### src/rtl/line_loader_pkg.sv
// rtl/line_loader_pkg.sv - shared constants and state encoding for the line loader
package line_loader_pkg;

    localparam int LINE_W       = 25;
    localparam int DEPTH        = 64;
    localparam int ADDR_W       = 6;
    localparam int START_CYCLES = 2;
    localparam int START_W      = (START_CYCLES > 1) ? $clog2(START_CYCLES) : 1;

    typedef enum logic [1:0] {
        LOAD  = 2'd0,
        FLUSH = 2'd1,
        KICK  = 2'd2,
        RUN   = 2'd3
    } state_e;

endpackage

### src/rtl/line_loader_ctr.sv
// rtl/line_loader_ctr.sv - synchronous-clear up counter with enable and terminal-count flag
module line_loader_ctr #(
    parameter int WIDTH  = 6,
    parameter int TC_VAL = 63
) (
    input  logic             clk_i,
    input  logic             rst_i,
    input  logic             clr_i,
    input  logic             en_i,
    output logic [WIDTH-1:0] count_o,
    output logic             tc_o
);

    localparam logic [WIDTH-1:0] TC = WIDTH'(TC_VAL);

    logic [WIDTH-1:0] count_q;
    logic [WIDTH-1:0] count_d;

    // Clear wins over enable so the terminal transfer lands the count back on zero.
    always_comb begin
        count_d = count_q;
        if (clr_i) begin
            count_d = '0;
        end else if (en_i) begin
            count_d = count_q + WIDTH'(1);
        end
    end

    // Count register.
    always_ff @(posedge clk_i) begin
        if (rst_i) begin
            count_q <= '0;
        end else begin
            count_q <= count_d;
        end
    end

    assign count_o = count_q;
    assign tc_o    = (count_q == TC);

endmodule

### src/rtl/line_loader.sv
// rtl/line_loader.sv - streams one frame of lines into line memory and hands it to the controller
module line_loader
    import line_loader_pkg::*;
(
    input  logic              clk,
    input  logic              rst,
    input  logic              in_valid,
    input  logic [LINE_W-1:0] in_data,
    output logic              in_ready,
    output logic              mem_wr,
    output logic [ADDR_W-1:0] mem_addr,
    output logic [LINE_W-1:0] mem_wdata,
    output logic              start,
    input  logic              done,
    output logic              busy,
    output logic [ADDR_W:0]   lines_loaded
);

    state_e              state_q, state_d;
    logic                mem_wr_q, mem_wr_d;
    logic [ADDR_W-1:0]   mem_addr_q, mem_addr_d;
    logic [LINE_W-1:0]   mem_wdata_q, mem_wdata_d;
    logic                start_q, start_d;
    logic                busy_q, busy_d;
    logic [ADDR_W:0]     lines_q, lines_d;

    logic                xfer;
    logic [ADDR_W-1:0]   ptr;
    logic                ptr_tc;
    logic                kick_en;
    logic                kick_tc;
    logic [START_W-1:0]  kick_cnt_unused;

    assign in_ready = (state_q == LOAD);
    assign xfer     = in_valid & in_ready;
    assign kick_en  = (state_q == KICK);

    line_loader_ctr #(
        .WIDTH  (ADDR_W),
        .TC_VAL (DEPTH - 1)
    ) u_ptr_ctr (
        .clk_i   (clk),
        .rst_i   (rst),
        .clr_i   (xfer & ptr_tc),
        .en_i    (xfer),
        .count_o (ptr),
        .tc_o    (ptr_tc)
    );

    line_loader_ctr #(
        .WIDTH  (START_W),
        .TC_VAL (START_CYCLES - 1)
    ) u_kick_ctr (
        .clk_i   (clk),
        .rst_i   (rst),
        .clr_i   (kick_en & kick_tc),
        .en_i    (kick_en),
        .count_o (kick_cnt_unused),
        .tc_o    (kick_tc)
    );

    // Next state plus registered outputs; start and busy are derived from the next state
    // so they line up exactly with the KICK and RUN residency.
    always_comb begin
        state_d     = state_q;
        mem_wr_d    = xfer;
        mem_addr_d  = mem_addr_q;
        mem_wdata_d = mem_wdata_q;
        lines_d     = lines_q;

        if (xfer) begin
            mem_addr_d  = ptr;
            mem_wdata_d = in_data;
            lines_d     = lines_q + (ADDR_W+1)'(1);
        end

        case (state_q)
            LOAD: begin
                if (xfer && ptr_tc) begin
                    state_d = FLUSH;
                end
            end
            FLUSH: begin
                state_d = KICK;
            end
            KICK: begin
                if (kick_tc) begin
                    state_d = RUN;
                end
            end
            RUN: begin
                if (done) begin
                    state_d = LOAD;
                    lines_d = '0;
                end
            end
            default: begin
                state_d = LOAD;
            end
        endcase

        start_d = (state_d == KICK);
        busy_d  = (state_d == RUN);
    end

    // State and output registers with synchronous reset.
    always_ff @(posedge clk) begin
        if (rst) begin
            state_q     <= LOAD;
            mem_wr_q    <= 1'b0;
            mem_addr_q  <= '0;
            mem_wdata_q <= '0;
            start_q     <= 1'b0;
            busy_q      <= 1'b0;
            lines_q     <= '0;
        end else begin
            state_q     <= state_d;
            mem_wr_q    <= mem_wr_d;
            mem_addr_q  <= mem_addr_d;
            mem_wdata_q <= mem_wdata_d;
            start_q     <= start_d;
            busy_q      <= busy_d;
            lines_q     <= lines_d;
        end
    end

    assign mem_wr       = mem_wr_q;
    assign mem_addr     = mem_addr_q;
    assign mem_wdata    = mem_wdata_q;
    assign start        = start_q;
    assign busy         = busy_q;
    assign lines_loaded = lines_q;

endmodule

### config.mk
export PLATFORM = sky130hd
export DESIGN_NAME = line_loader
export DESIGN_NICKNAME = d
export VERILOG_FILES = /design/src/rtl/line_loader_pkg.sv /design/src/rtl/line_loader_ctr.sv /design/src/rtl/line_loader.sv
export SDC_FILE = /design/constraint.sdc
export NUM_CORES = 1
export LEC_CHECK = 0
export ABC_AREA = 1
export ABC_CLOCK_PERIOD_IN_PS = 1920
export CORE_MARGIN = 4
export CORE_UTILIZATION = 35
export DETAILED_ROUTE_END_ITERATION = 6
export MAX_ROUTING_LAYER = met4
export PLACE_DENSITY = 0.78
export SLEW_MARGIN = 10
export SYNTH_ARGS = -nofsm -noshare
export SYNTH_HDL_FRONTEND = slang
export SYNTH_SLANG_ARGS = --single-unit
### constraint.sdc
create_clock -name clk -period 1.92 [get_ports clk]
set_input_delay 0.384 -clock clk [delete_from_list [all_inputs] [get_ports clk]]
set_output_delay 0.384 -clock clk [all_outputs]
set_load 0.05 [all_outputs]
==> qor.txt <==
vias in the first global route - 1669
RSZ-0062 raised after global routing - no
synthesized flop and latch total - 50
Vias/cell - 4.539
CTS tree - yes
Mapped Cells - 241
Tcrit/Tclk final - 0.9629
max_cap viols - 0
routed wire length - 4424 um
GPL Wtd Cong - 0.7821
setup ws final - 0.07123 ns
Final setup viols - 0
register area - 1001 um^2
die area - 6701 um^2
CTS H-tree depth - 2
P_leak - 1.141 nW
CP Class - reg2out
pwr dens - 797.9 nW/um^2
CTS buffer count - 5
fraction of registers with async set/reset - 0
Switching Share - 0.2915
crit path launch type - flop
WP data arrival - 1.46 ns
Cell Chain, Critical Path - clkdlybuf4s50_1
area of the multi-input gates - 769.5 um^2
worst min path class - reg2reg
status - completed
Vias - 1743
clock slew at reported path FFs - 0.08 ns
nets - 344
sw power - 0.0006417 W
GRT overflow - 0
crit path time final - 1.849 ns
PortBufs - 70
drt first pass iters - 4
clk buf depth - 2
setup repair bufs after CTS - 0
data required time of the worst path - 1.54 ns
Clock power frac - 0.279
Filler cells - 492
sum of negative setup slack - 0 ns
detailed placer's ending HPWL - 3166 um
slowest CP cell - clkdlybuf4s50_1
IO Count - 71
internal power - 0.001560 W
Cells after DPL - 376
Synth Area per Inst - 7.923 um^2
Die W - 81.86 um
Worst setup EP type - primary output
FP Rows - 26
root cell of the clock tree - clkbuf_8
crit-path leading delay family - buffers and inverters
Peak Freq - 0.5409 GHz
Slew @ Worst Pin - 0.5261 ns
clock skew - 0.004775 ns
Crit Path Max Fanout - 3
Finished Layout Cells - 384
Primary FF master, synth - dfxtp_1
worst skew pair latency - 0.29 ns
Hold Buf Count CTS - 0
Slew HR - 0.6481
Post-synth EDFFs - 0
drt drc - 0
DRT iter0 DRCs - 44
sequential fraction of the synthesis area - 0.5242
Tot GR Track Use - 0.1423
fin util - 0.5300
final instance area - 2759 um^2
most frequent cells in the layout - nor2_1 (70), clkdlybuf4s50_1 (60), dfxtp_1 (50)
Final Hold Fails - 0
first-pass GRT wire length - 7272 um
Sequential Power Share - 0.509
buffers and inverters on the worst path - 1
number of inserted diodes - 0
post-CTS sizing - 0
Yosys warnings - 0
most common cell after layout, fill and taps aside - nor2_1
Netlist cell types - 26
max-slew violation count - 0
ANT nets after route - 0
initial antenna violation count - 0
syn nets - 272
Core Footprint - 5205 um^2
slowest stage delay, CP - 0.81 ns
mapped cell area - 1909 um^2
dpl ws - 0.1704 ns
WL per Instance - 11.52 um
placed inst area - 2665 um^2
pin count of the biggest net entering global routing - 26
clock tree sinks - 50
peak supply drop - 386.2 uV
Gate power share - 0.212
share of cells above drive strength 1 - 0.1051
Die H - 81.86 um
Layout area overhead - 44.50%
initial core utilization - 0.3668
==> worst paths after layout <==
check	startpoint	to	slack, ns	cells past startpoint
setup / recovery	lines_loaded[5]	lines_loaded[5]	0.07	1
hold / removal	u_kick_ctr.count_o	u_kick_ctr.count_o	0.46	1
setup reg to reg	state_q[1]	mem_wdata[8]	0.60	5
hold reg to reg	u_kick_ctr.count_o	u_kick_ctr.count_o	0.46	1
==> power by group through the flow <==
stage | logic (W) | registers [W] | clock network [W]
after floorplan | 0.000111 | 0.00132 | 0
after global placement | 0.000464 | 0.00114 | 0
after detailed placement | 0.000469 | 0.00115 | 0
after CTS | 0.000471 | 0.00112 | 0.000640
after global routing | 0.000499 | 0.00113 | 0.000687
final | 0.000467 | 0.00112 | 0.000614
==> cell type report <==
cell class,count,share of cell area
Multi-Input combinational cell,161,0.2789
Inverter,19,0.02585
Clock buffer,7,0.03129
Tap cell,70,0.03175
Sequential cell,50,0.3628
Clock inverter,1,0.001814
Timing Repair Buffer,76,0.2676
==> registers in the layout, indices dropped and copies added, names as in the netlist <==
| register | cells |
|---|---|
| mem_wdata | 25 |
| lines_loaded | 7 |
| mem_addr | 6 |
| u_ptr_ctr.count_o | 6 |
| state_q | 2 |
| busy | 1 |
| mem_wr | 1 |
| start | 1 |
| u_kick_ctr.count_o | 1 |
==> cell families (layout without fill, tap and decap cells) <==
logic type                 after synthesis  in the layout  synth area share
and+or+nand+nor                        108            108            0.2418
DFF                                     50             50            0.5242
xor gates and xnor gates                 4              4           0.01835
buffers and inverters                   30            103           0.07273
AOI/OAI and AO/OA                       47             47            0.1298
adders and majority gates                2              2           0.01310
==> metrics by stage <==
step           total power (W)  hold slack (ns)
4_1_cts               0.002232           0.4591
6_report              0.002201           0.4588
3_3_place_gp          0.001608           0.4321
3_5_place_dp          0.001614           0.4468
5_1_grt               0.002315           0.4924
2_1_floorplan         0.001429           0.4225
==> synth_stat cells, types with 2 or more instances <==
cell type	instances	area, um^2
nand3_1	6	30.03
clkbuf_1	4	15.01
nor2_4	2	22.52
o21ai_0	31	155.2
nand2_2	2	12.51
nor2_2	2	12.51
a21oi_1	10	50.05
ha_1	2	25.02
nand2_1	20	75.07
nor3_1	2	10.01
buf_2	3	15.01
xor2_1	2	17.52
o21ai_1	3	15.01
dfxtp_1	50	1001
nor2_1	70	262.8
inv_1	19	71.32
buf_6	3	33.78
xnor2_1	2	17.52
==> routing by layer <==
| metal | wire (um) | track usage | up-vias |
|---|---|---|---|
| li1 | - | - | 903 |
| met4 | 44 | 0.03488 | 0 |
| met1 | 2011 | 0.1575 | 784 |
| met3 | 298 | 0.04167 | 6 |
| met2 | 2070 | 0.2504 | 50 |
| met5 | 0 | - | - |
Note: power is estimated with default switching activity, not from simulation.
